<file path="src/rtl/blocking_cache_pkg.sv">
// Shared types and constants for the baseline blocking cache controller.
package blocking_cache_pkg;
  localparam int nbl = 16;
  localparam int idw = 4;
  localparam int ofw = 4;

  localparam logic [2:0] c_type_read  = 3'd0;
  localparam logic [2:0] c_type_write = 3'd1;
  localparam logic [2:0] c_type_init  = 3'd2;

  typedef enum logic [3:0] {
    S_IDLE, S_TC, S_IN, S_RD, S_WD, S_EP, S_ER, S_EW, S_RR, S_RW, S_RU, S_WT
  } state_e;
endpackage

</file>
<file path="src/rtl/blocking_cache_base_ctrl_if.sv">
// val/rdy handshakes between the cache controller and its requester and memory.
interface blocking_cache_base_ctrl_if;
  logic cachereq_val,  cachereq_rdy;
  logic cacheresp_val, cacheresp_rdy;
  logic memreq_val,    memreq_rdy;
  logic memresp_val,   memresp_rdy;

  modport master (
    input  cachereq_val, cacheresp_rdy, memreq_rdy, memresp_val,
    output cachereq_rdy, cacheresp_val, memreq_val, memresp_rdy
  );

  modport slave (
    output cachereq_val, cacheresp_rdy, memreq_rdy, memresp_val,
    input  cachereq_rdy, cacheresp_val, memreq_val, memresp_rdy
  );
endinterface

</file>
<file path="src/rtl/cache_vd_bits.sv">
// Per-line valid and dirty flops; reports the bits of the currently indexed line.
module cache_vd_bits
  import blocking_cache_pkg::*;
(
  input  logic           clk,
  input  logic           reset,
  input  logic [idw-1:0] idx,
  input  logic           set_valid,
  input  logic           set_dirty,
  input  logic           clr_dirty,
  output logic           line_valid,
  output logic           line_dirty
);
  logic [nbl-1:0] valid_q, valid_d;
  logic [nbl-1:0] dirty_q, dirty_d;

  always_comb begin
    valid_d = valid_q;
    dirty_d = dirty_q;
    if (set_valid) valid_d[idx] = 1'b1;
    if (set_dirty)      dirty_d[idx] = 1'b1;
    else if (clr_dirty) dirty_d[idx] = 1'b0;
  end

  always_ff @(posedge clk) begin
    if (reset) begin
      valid_q <= '0;
      dirty_q <= '0;
    end else begin
      valid_q <= valid_d;
      dirty_q <= dirty_d;
    end
  end

  assign line_valid = valid_q[idx];
  assign line_dirty = dirty_q[idx];
endmodule

</file>
<file path="src/rtl/blocking_cache_base_ctrl.sv">
// Control FSM for the 256 B direct-mapped write-back, write-allocate blocking cache.
// IDLE wait req | TC tag check | IN init write | RD/WD data read/write | EP/ER/EW evict
// RR/RW refill request/wait | RU refill update | WT wait for response accept
module blocking_cache_base_ctrl
  import blocking_cache_pkg::*;
#(
  parameter int p_idx_shamt = 0
) (
  input  logic                              clk,
  input  logic                              reset,
  blocking_cache_base_ctrl_if.master        bus,
  output logic                              cachereq_en,
  output logic                              memresp_en,
  output logic                              write_data_mux_sel,
  output logic                              tag_array_ren,
  output logic                              tag_array_wen,
  output logic                              data_array_ren,
  output logic                              data_array_wen,
  output logic [15:0]                       data_array_wben,
  output logic                              read_data_reg_en,
  output logic                              evict_addr_reg_en,
  output logic                              memreq_addr_mux_sel,
  output logic [1:0]                        hit,
  output logic [2:0]                        read_word_mux_sel,
  output logic [2:0]                        cacheresp_type,
  output logic [2:0]                        memreq_type,
  input  logic [2:0]                        cachereq_type,
  input  logic [31:0]                       cachereq_addr,
  input  logic                              tag_match
);
  state_e         state_q, state_d;
  logic           hit_q, hit_d;
  logic [idw-1:0] idx;
  logic [1:0]     off;
  logic [15:0]    wben_word;
  logic           is_write, is_init, is_read, tc_hit;
  logic           line_valid, line_dirty;
  logic [31:0]    unused_addr;

  assign unused_addr = cachereq_addr;
  assign idx         = cachereq_addr[4+p_idx_shamt +: idw];
  assign off         = cachereq_addr[3:2];
  assign wben_word   = 16'h000F << {off, 2'b00};
  // Unknown types fall through to READ behaviour.
  assign is_write    = (cachereq_type == c_type_write);
  assign is_init     = (cachereq_type == c_type_init);
  assign is_read     = !is_write && !is_init;
  assign tc_hit      = line_valid & tag_match;

  cache_vd_bits u_vd (
    .clk        (clk),
    .reset      (reset),
    .idx        (idx),
    .set_valid  ((state_q == S_IN) || (state_q == S_RU)),
    .set_dirty  (state_q == S_WD),
    .clr_dirty  ((state_q == S_IN) || (state_q == S_RU)),
    .line_valid (line_valid),
    .line_dirty (line_dirty)
  );

  always_comb begin
    state_d = state_q;
    hit_d   = hit_q;
    case (state_q)
      S_IDLE: if (bus.cachereq_val) state_d = S_TC;
      S_TC: begin
        hit_d = tc_hit;
        if (is_init)                       state_d = S_IN;
        else if (tc_hit)                   state_d = is_write ? S_WD : S_RD;
        else if (line_valid && line_dirty) state_d = S_EP;
        else                               state_d = S_RR;
      end
      S_IN: begin
        hit_d   = 1'b0;
        state_d = S_WT;
      end
      S_RD, S_WD: state_d = S_WT;
      S_EP:       state_d = S_ER;
      S_ER:       if (bus.memreq_rdy)    state_d = S_EW;
      S_EW:       if (bus.memresp_val)   state_d = S_RR;
      S_RR:       if (bus.memreq_rdy)    state_d = S_RW;
      S_RW:       if (bus.memresp_val)   state_d = S_RU;
      S_RU:       state_d = is_write ? S_WD : S_RD;
      S_WT:       if (bus.cacheresp_rdy) state_d = S_IDLE;
      default:    state_d = S_IDLE;
    endcase
  end

  always_ff @(posedge clk) begin
    if (reset) begin
      state_q <= S_IDLE;
      hit_q   <= 1'b0;
    end else begin
      state_q <= state_d;
      hit_q   <= hit_d;
    end
  end

  always_comb begin
    bus.cachereq_rdy    = 1'b0;
    bus.cacheresp_val   = 1'b0;
    bus.memreq_val      = 1'b0;
    bus.memresp_rdy     = 1'b0;
    cachereq_en         = 1'b0;
    memresp_en          = 1'b0;
    write_data_mux_sel  = 1'b0;
    tag_array_ren       = 1'b0;
    tag_array_wen       = 1'b0;
    data_array_ren      = 1'b0;
    data_array_wen      = 1'b0;
    data_array_wben     = 16'h0000;
    read_data_reg_en    = 1'b0;
    evict_addr_reg_en   = 1'b0;
    memreq_addr_mux_sel = 1'b0;
    read_word_mux_sel   = 3'd0;
    cacheresp_type      = 3'd0;
    memreq_type         = 3'd0;
    hit                 = {1'b0, hit_q};
    case (state_q)
      S_IDLE: begin
        bus.cachereq_rdy = 1'b1;
        cachereq_en      = bus.cachereq_val;
      end
      S_TC: tag_array_ren = 1'b1;
      S_IN, S_WD: begin
        tag_array_wen   = (state_q == S_IN);
        data_array_wen  = 1'b1;
        data_array_wben = wben_word;
      end
      S_RD: begin
        data_array_ren   = 1'b1;
        read_data_reg_en = 1'b1;
      end
      S_EP: begin
        tag_array_ren     = 1'b1;
        data_array_ren    = 1'b1;
        read_data_reg_en  = 1'b1;
        evict_addr_reg_en = 1'b1;
      end
      S_ER: begin
        bus.memreq_val = 1'b1;
        memreq_type    = c_type_write;
      end
      S_EW: bus.memresp_rdy = 1'b1;
      S_RR: begin
        bus.memreq_val      = 1'b1;
        memreq_type         = c_type_read;
        memreq_addr_mux_sel = 1'b1;
      end
      S_RW: begin
        bus.memresp_rdy = 1'b1;
        memresp_en      = bus.memresp_val;
      end
      S_RU: begin
        tag_array_wen      = 1'b1;
        data_array_wen     = 1'b1;
        data_array_wben    = 16'hFFFF;
        write_data_mux_sel = 1'b1;
      end
      S_WT: begin
        bus.cacheresp_val = 1'b1;
        cacheresp_type    = cachereq_type;
        read_word_mux_sel = is_read ? (3'd3 - {1'b0, off}) : 3'd4;
      end
      default: ;
    endcase
  end
endmodule

</file>
<file path="src/flat_wrapper.sv">
// flat-port wrapper written by rule: the top's interface ports become plain ports
module blocking_cache_base_ctrl_flat import blocking_cache_pkg::*;
#(
  parameter int p_idx_shamt = 0
)
  (clk, reset, cachereq_en, memresp_en, write_data_mux_sel, tag_array_ren, tag_array_wen, data_array_ren, data_array_wen, data_array_wben, read_data_reg_en, evict_addr_reg_en, memreq_addr_mux_sel, hit, read_word_mux_sel, cacheresp_type, memreq_type, cachereq_type, cachereq_addr, tag_match, bus_cachereq_val, bus_cacheresp_rdy, bus_memreq_rdy, bus_memresp_val, bus_cachereq_rdy, bus_cacheresp_val, bus_memreq_val, bus_memresp_rdy);
  blocking_cache_base_ctrl_if bus_i ();
  input  logic clk;
  input  logic reset;
  output logic cachereq_en;
  output logic memresp_en;
  output logic write_data_mux_sel;
  output logic tag_array_ren;
  output logic tag_array_wen;
  output logic data_array_ren;
  output logic data_array_wen;
  output logic [15:0] data_array_wben;
  output logic read_data_reg_en;
  output logic evict_addr_reg_en;
  output logic memreq_addr_mux_sel;
  output logic [1:0] hit;
  output logic [2:0] read_word_mux_sel;
  output logic [2:0] cacheresp_type;
  output logic [2:0] memreq_type;
  input  logic [2:0] cachereq_type;
  input  logic [31:0] cachereq_addr;
  input  logic tag_match;
  input wire logic [$bits(bus_i.cachereq_val)-1:0] bus_cachereq_val;
  input wire logic [$bits(bus_i.cacheresp_rdy)-1:0] bus_cacheresp_rdy;
  input wire logic [$bits(bus_i.memreq_rdy)-1:0] bus_memreq_rdy;
  input wire logic [$bits(bus_i.memresp_val)-1:0] bus_memresp_val;
  output wire logic [$bits(bus_i.cachereq_rdy)-1:0] bus_cachereq_rdy;
  output wire logic [$bits(bus_i.cacheresp_val)-1:0] bus_cacheresp_val;
  output wire logic [$bits(bus_i.memreq_val)-1:0] bus_memreq_val;
  output wire logic [$bits(bus_i.memresp_rdy)-1:0] bus_memresp_rdy;
  assign bus_i.cachereq_val = bus_cachereq_val;
  assign bus_i.cacheresp_rdy = bus_cacheresp_rdy;
  assign bus_i.memreq_rdy = bus_memreq_rdy;
  assign bus_i.memresp_val = bus_memresp_val;
  assign bus_cachereq_rdy = bus_i.cachereq_rdy;
  assign bus_cacheresp_val = bus_i.cacheresp_val;
  assign bus_memreq_val = bus_i.memreq_val;
  assign bus_memresp_rdy = bus_i.memresp_rdy;
  blocking_cache_base_ctrl #(.p_idx_shamt(p_idx_shamt)) u_core (.clk(clk), .reset(reset), .bus(bus_i), .cachereq_en(cachereq_en), .memresp_en(memresp_en), .write_data_mux_sel(write_data_mux_sel), .tag_array_ren(tag_array_ren), .tag_array_wen(tag_array_wen), .data_array_ren(data_array_ren), .data_array_wen(data_array_wen), .data_array_wben(data_array_wben), .read_data_reg_en(read_data_reg_en), .evict_addr_reg_en(evict_addr_reg_en), .memreq_addr_mux_sel(memreq_addr_mux_sel), .hit(hit), .read_word_mux_sel(read_word_mux_sel), .cacheresp_type(cacheresp_type), .memreq_type(memreq_type), .cachereq_type(cachereq_type), .cachereq_addr(cachereq_addr), .tag_match(tag_match));
endmodule
</file>
<file path="config.mk">
export PLATFORM = sky130hd
export DESIGN_NAME = blocking_cache_base_ctrl_flat
export DESIGN_NICKNAME = d
export VERILOG_FILES = /design/src/rtl/blocking_cache_pkg.sv /design/src/rtl/blocking_cache_base_ctrl_if.sv /design/src/rtl/cache_vd_bits.sv /design/src/rtl/blocking_cache_base_ctrl.sv /design/src/flat_wrapper.sv
export SDC_FILE = /design/constraint.sdc
export NUM_CORES = 1
export LEC_CHECK = 0
export ABC_AREA = 1
export CORE_MARGIN = 2
export CORE_UTILIZATION = 41
export CTS_BUF_LIST = sky130_fd_sc_hd__clkbuf_8
export DETAILED_ROUTE_END_ITERATION = 10
export PLACE_DENSITY = 0.83
export SYNTH_ARGS = -nofsm -noshare
export SYNTH_HDL_FRONTEND = slang
export SYNTH_HIERARCHICAL = 1
export SYNTH_SLANG_ARGS = --single-unit
</file>
<file path="constraint.sdc">
create_clock -name clk -period 3.19 [get_ports clk]
set_clock_uncertainty 0.15 [all_clocks]
set_input_delay 0.4785 -clock clk [delete_from_list [all_inputs] [get_ports clk]]
set_output_delay 0.4785 -clock clk [all_outputs]
set_load 0.05 [all_outputs]
</file>
==> summary.md <==
| Metric | Value |
|---|---|
| Run status | completed |
| Drt via density | 4.83 |
| Hold buffer count at cts | 0 |
| Placed Area | 0.00291 sq mm |
| H-tree depth | 2 |
| Worst slew margin | 59.2% |
| Via count | 2585 |
| Critical path fanouts, max | 5 |
| Crit path cell chain | inv_1 -> nor2_2 -> nand2_1 -> nand2_1 -> inv_1 -> nand2_1 -> clkdlybuf4s50_1 |
| Min Tclk post-route | 2.81 ns |
| Max VDD drop | 0.494 mV |
| Post-synthesis xor/xnor area fraction | 0% |
| Total track usage | 18.3% |
| Layout cells sized above 1 | 15.9% |
| Hold Path Class | flop to flop |
| Synth Instances | 422 |
| Initial DRT Pass Iterations | 4 |
| Final Net Count | 501 |
| Yosys reg bits | 37 |
| CP most frequent cell | nand2_1 |
| First-pass GRT wire length | 9.61 mm |
| Die Area | 0.00678 sq mm |
| Post-synth EDFFs | 0 |
| Initial antenna violation count | 0 |
| Syn_area_per_cell | 5.96 sq um |
| Post-DP HPWL | 4.46 mm |
| Post-synth cell types | 25 |
| Max_cap viols | 0 |
| Final WS setup | 0.384 ns |
| Setup bufs post-CTS | 0 |
| DRT antenna net count | 0 |
| Slew @ Worst Pin | 0.612 ns |
| Hold slack | 0.300 ns |
| Worst path max stage delay | 0.79 ns |
| P_leak | 0.00143 uW |
| Asr flop ratio synth | 0% |
| Largest net degree at the start of global routing | 38 |
| Clock sink count | 37 |
| Initial Util | 42.5% |
| Root Driver | clkbuf_8 |
| Vias in the first global route | 2227 |
| F_max | 0.356 GHz |
| Req. time, crit path | 2.56 ns |
| Delay-heaviest family, CP | buffers and inverters |
| Chip height | 82.3 microns |
| CP max-delay cell | clkdlybuf4s50_1 |
| Fin crit share | 88.0% |
| CP endpoint kind | primary output |
| Row cnt | 28 |
| Routed wire per std cell | 11.1 microns |
| CTS tree | built |
| Power Dens Cells | 547 mW/mm^2 |
| Post-Place Worst Slack | 0.323 ns |
| Fin area | 0.00305 sq mm |
| Startpoint types | flop |
| # setup viols final | 0 |
| GPL Wtd Cong | 0.873 |
| Clock Latency Late Sink | 0.30 ns |
| Post-route setup TNS | 0 ns |
| Most used DFF post-synth | dfxtp_1 |
| Max Slew Vio Count | 0 |
| Final WL | 5.93 mm |
| Simple-Gate Fraction of Synth Area | 43.6% |
| GRT overflow | 0 |
| Tot Pwr | 1670 uW |
| Clock Tree Buf Depth | 2 |
| Adder-Cell Fraction of Synth Area | 0% |
| Main combinational cell family by area after synthesis | simple AND/OR/NAND/NOR gates |
| Syn. warnings | 6 |
| Fin. Hold Viols | 0 |
| Residual DRC count | 0 |
| Buf/Inv on CP | 3 |
| RSZ-0062 raised after global routing | no |
| IO Count | 83 |
| Antenna diodes | 0 |
| Mux share of post-synthesis cell area | 0% |
| CP Class | flop to primary output |
| CTS buffer count | 5 |
| Post-Syn Area | 0.00251 sq mm |
| Die X | 82.3 microns |
| WP data arrival | 2.18 ns |
| Synth Area in Compound Gates | 9.75% |
| Resized Gates After CTS | 0 |
| First DRT Iteration DRCs | 86 |
| Clock Pin Slew Worst Setup and Hold Paths | 0.07 ns |
| Area Growth Syn to Fin | 21.2% |
| IO buf count | 53 |
| Core area | 0.00592 sq mm |
| Sequential area share after synthesis | 29.5% |
[cell type report]
| class | count | area, sq um |
|---|---|---|
| tap | 75 | 93.8 |
| clock inverter | 3 | 65.1 |
| sequential | 37 | 741 |
| fill | 604 | 2870 |
| multi-input combinational | 303 | 1350 |
| timing repair buffer | 57 | 513 |
| inverter | 55 | 214 |
| clock buffer | 5 | 68.8 |
[cell usage in the layout, fill, tap and decap left out, types with 3 or more instances in the layout]
master / n
nand2_1: 193
inv_1: 52
dfxtp_1: 37
a21oi_1: 35
clkdlybuf4s50_1: 34
nor2_2: 24
buf_4: 23
nor2_1: 16
nand3_1: 8
clkbuf_8: 5
nand2_2: 4
o31ai_1: 4
nor3_1: 4
nand2_4: 4
a21oi_2: 4
conb_1: 3
[Yosys cell counts (2+ instances only)]
cell | n | area [sq um]
nand2_1 | 193 | 724
inv_1 | 52 | 195
dfxtp_1 | 37 | 741
a21oi_1 | 35 | 175
nor2_2 | 24 | 150
buf_4 | 18 | 135
nor2_1 | 16 | 60.1
nand3_1 | 8 | 40.0
a21oi_2 | 4 | 35.0
clkbuf_1 | 4 | 15.0
nand2_2 | 4 | 25.0
nand2_4 | 4 | 45.0
nor3_1 | 4 | 20.0
o31ai_1 | 4 | 30.0
buf_2 | 3 | 15.0
inv_2 | 2 | 7.51
nand3_2 | 2 | 20.0
[worst register-to-register path: stages, from the launching register on]
cell and delay, ns:
dfxtp_1 0.40, inv_1 0.09, nor2_2 0.17, nand2_2 0.17, nand2_1 0.50, buf_4 0.29, nand2_1 0.07, nand2_1 0.07
a21oi_2 0.05
[kinds of logic (layout without fill, tap and decap cells)]
| group | after synthesis | count (layout) |
|---|---|---|
| AND/OR/NAND/NOR | 256 | 256 |
| buffers and inverters | 84 | 120 |
| AO/OA/AOI/OAI | 44 | 44 |
| flip-flops | 37 | 37 |
| other | 1 | 3 |
[final timing paths]
path | startpoint | to | slack [ns] | cells after the start
worst min-delay path | u_core/u_vd/valid_q[12] | u_core/u_vd/valid_q[12] | 0.30 | 2
worst max-delay path | u_core/state_q[1] | data_array_wen | 0.38 | 7
worst max register to register | u_core/state_q[1] | flop | 1.11 | 8
worst min register to register | u_core/u_vd/valid_q[12] | u_core/u_vd/valid_q[12] | 0.30 | 2
[routing by layer]
| metal | GRT usage (%) | wire length (microns) | up-vias |
|---|---|---|---|
| li1 | - | - | 1325 |
| met5 | 0 | 0 | - |
| met1 | 20.3 | 2490 | 1143 |
| met4 | 7.00 | 119 | 0 |
| met2 | 33.1 | 2770 | 103 |
| met3 | 4.57 | 549 | 14 |
[metrics by stage]
stage,std cells,utilization [%]
finish,535,51.5
global route,535,51.5
CTS,535,51.5
floorplan,424,-
detailed placement,527,49.2
global placement,527,49.2
[power by group]
part / leakage [uW] / switching [uW] / internal [uW] / total (uW)
combinational: 0.00107 / 481 / 200 / 682
sequential: 0.000298 / 20.5 / 479 / 500
clock: 0.0000681 / 175 / 311 / 485
total: 0.00143 / 677 / 990 / 1670
Power figures use the tool's default switching activity.
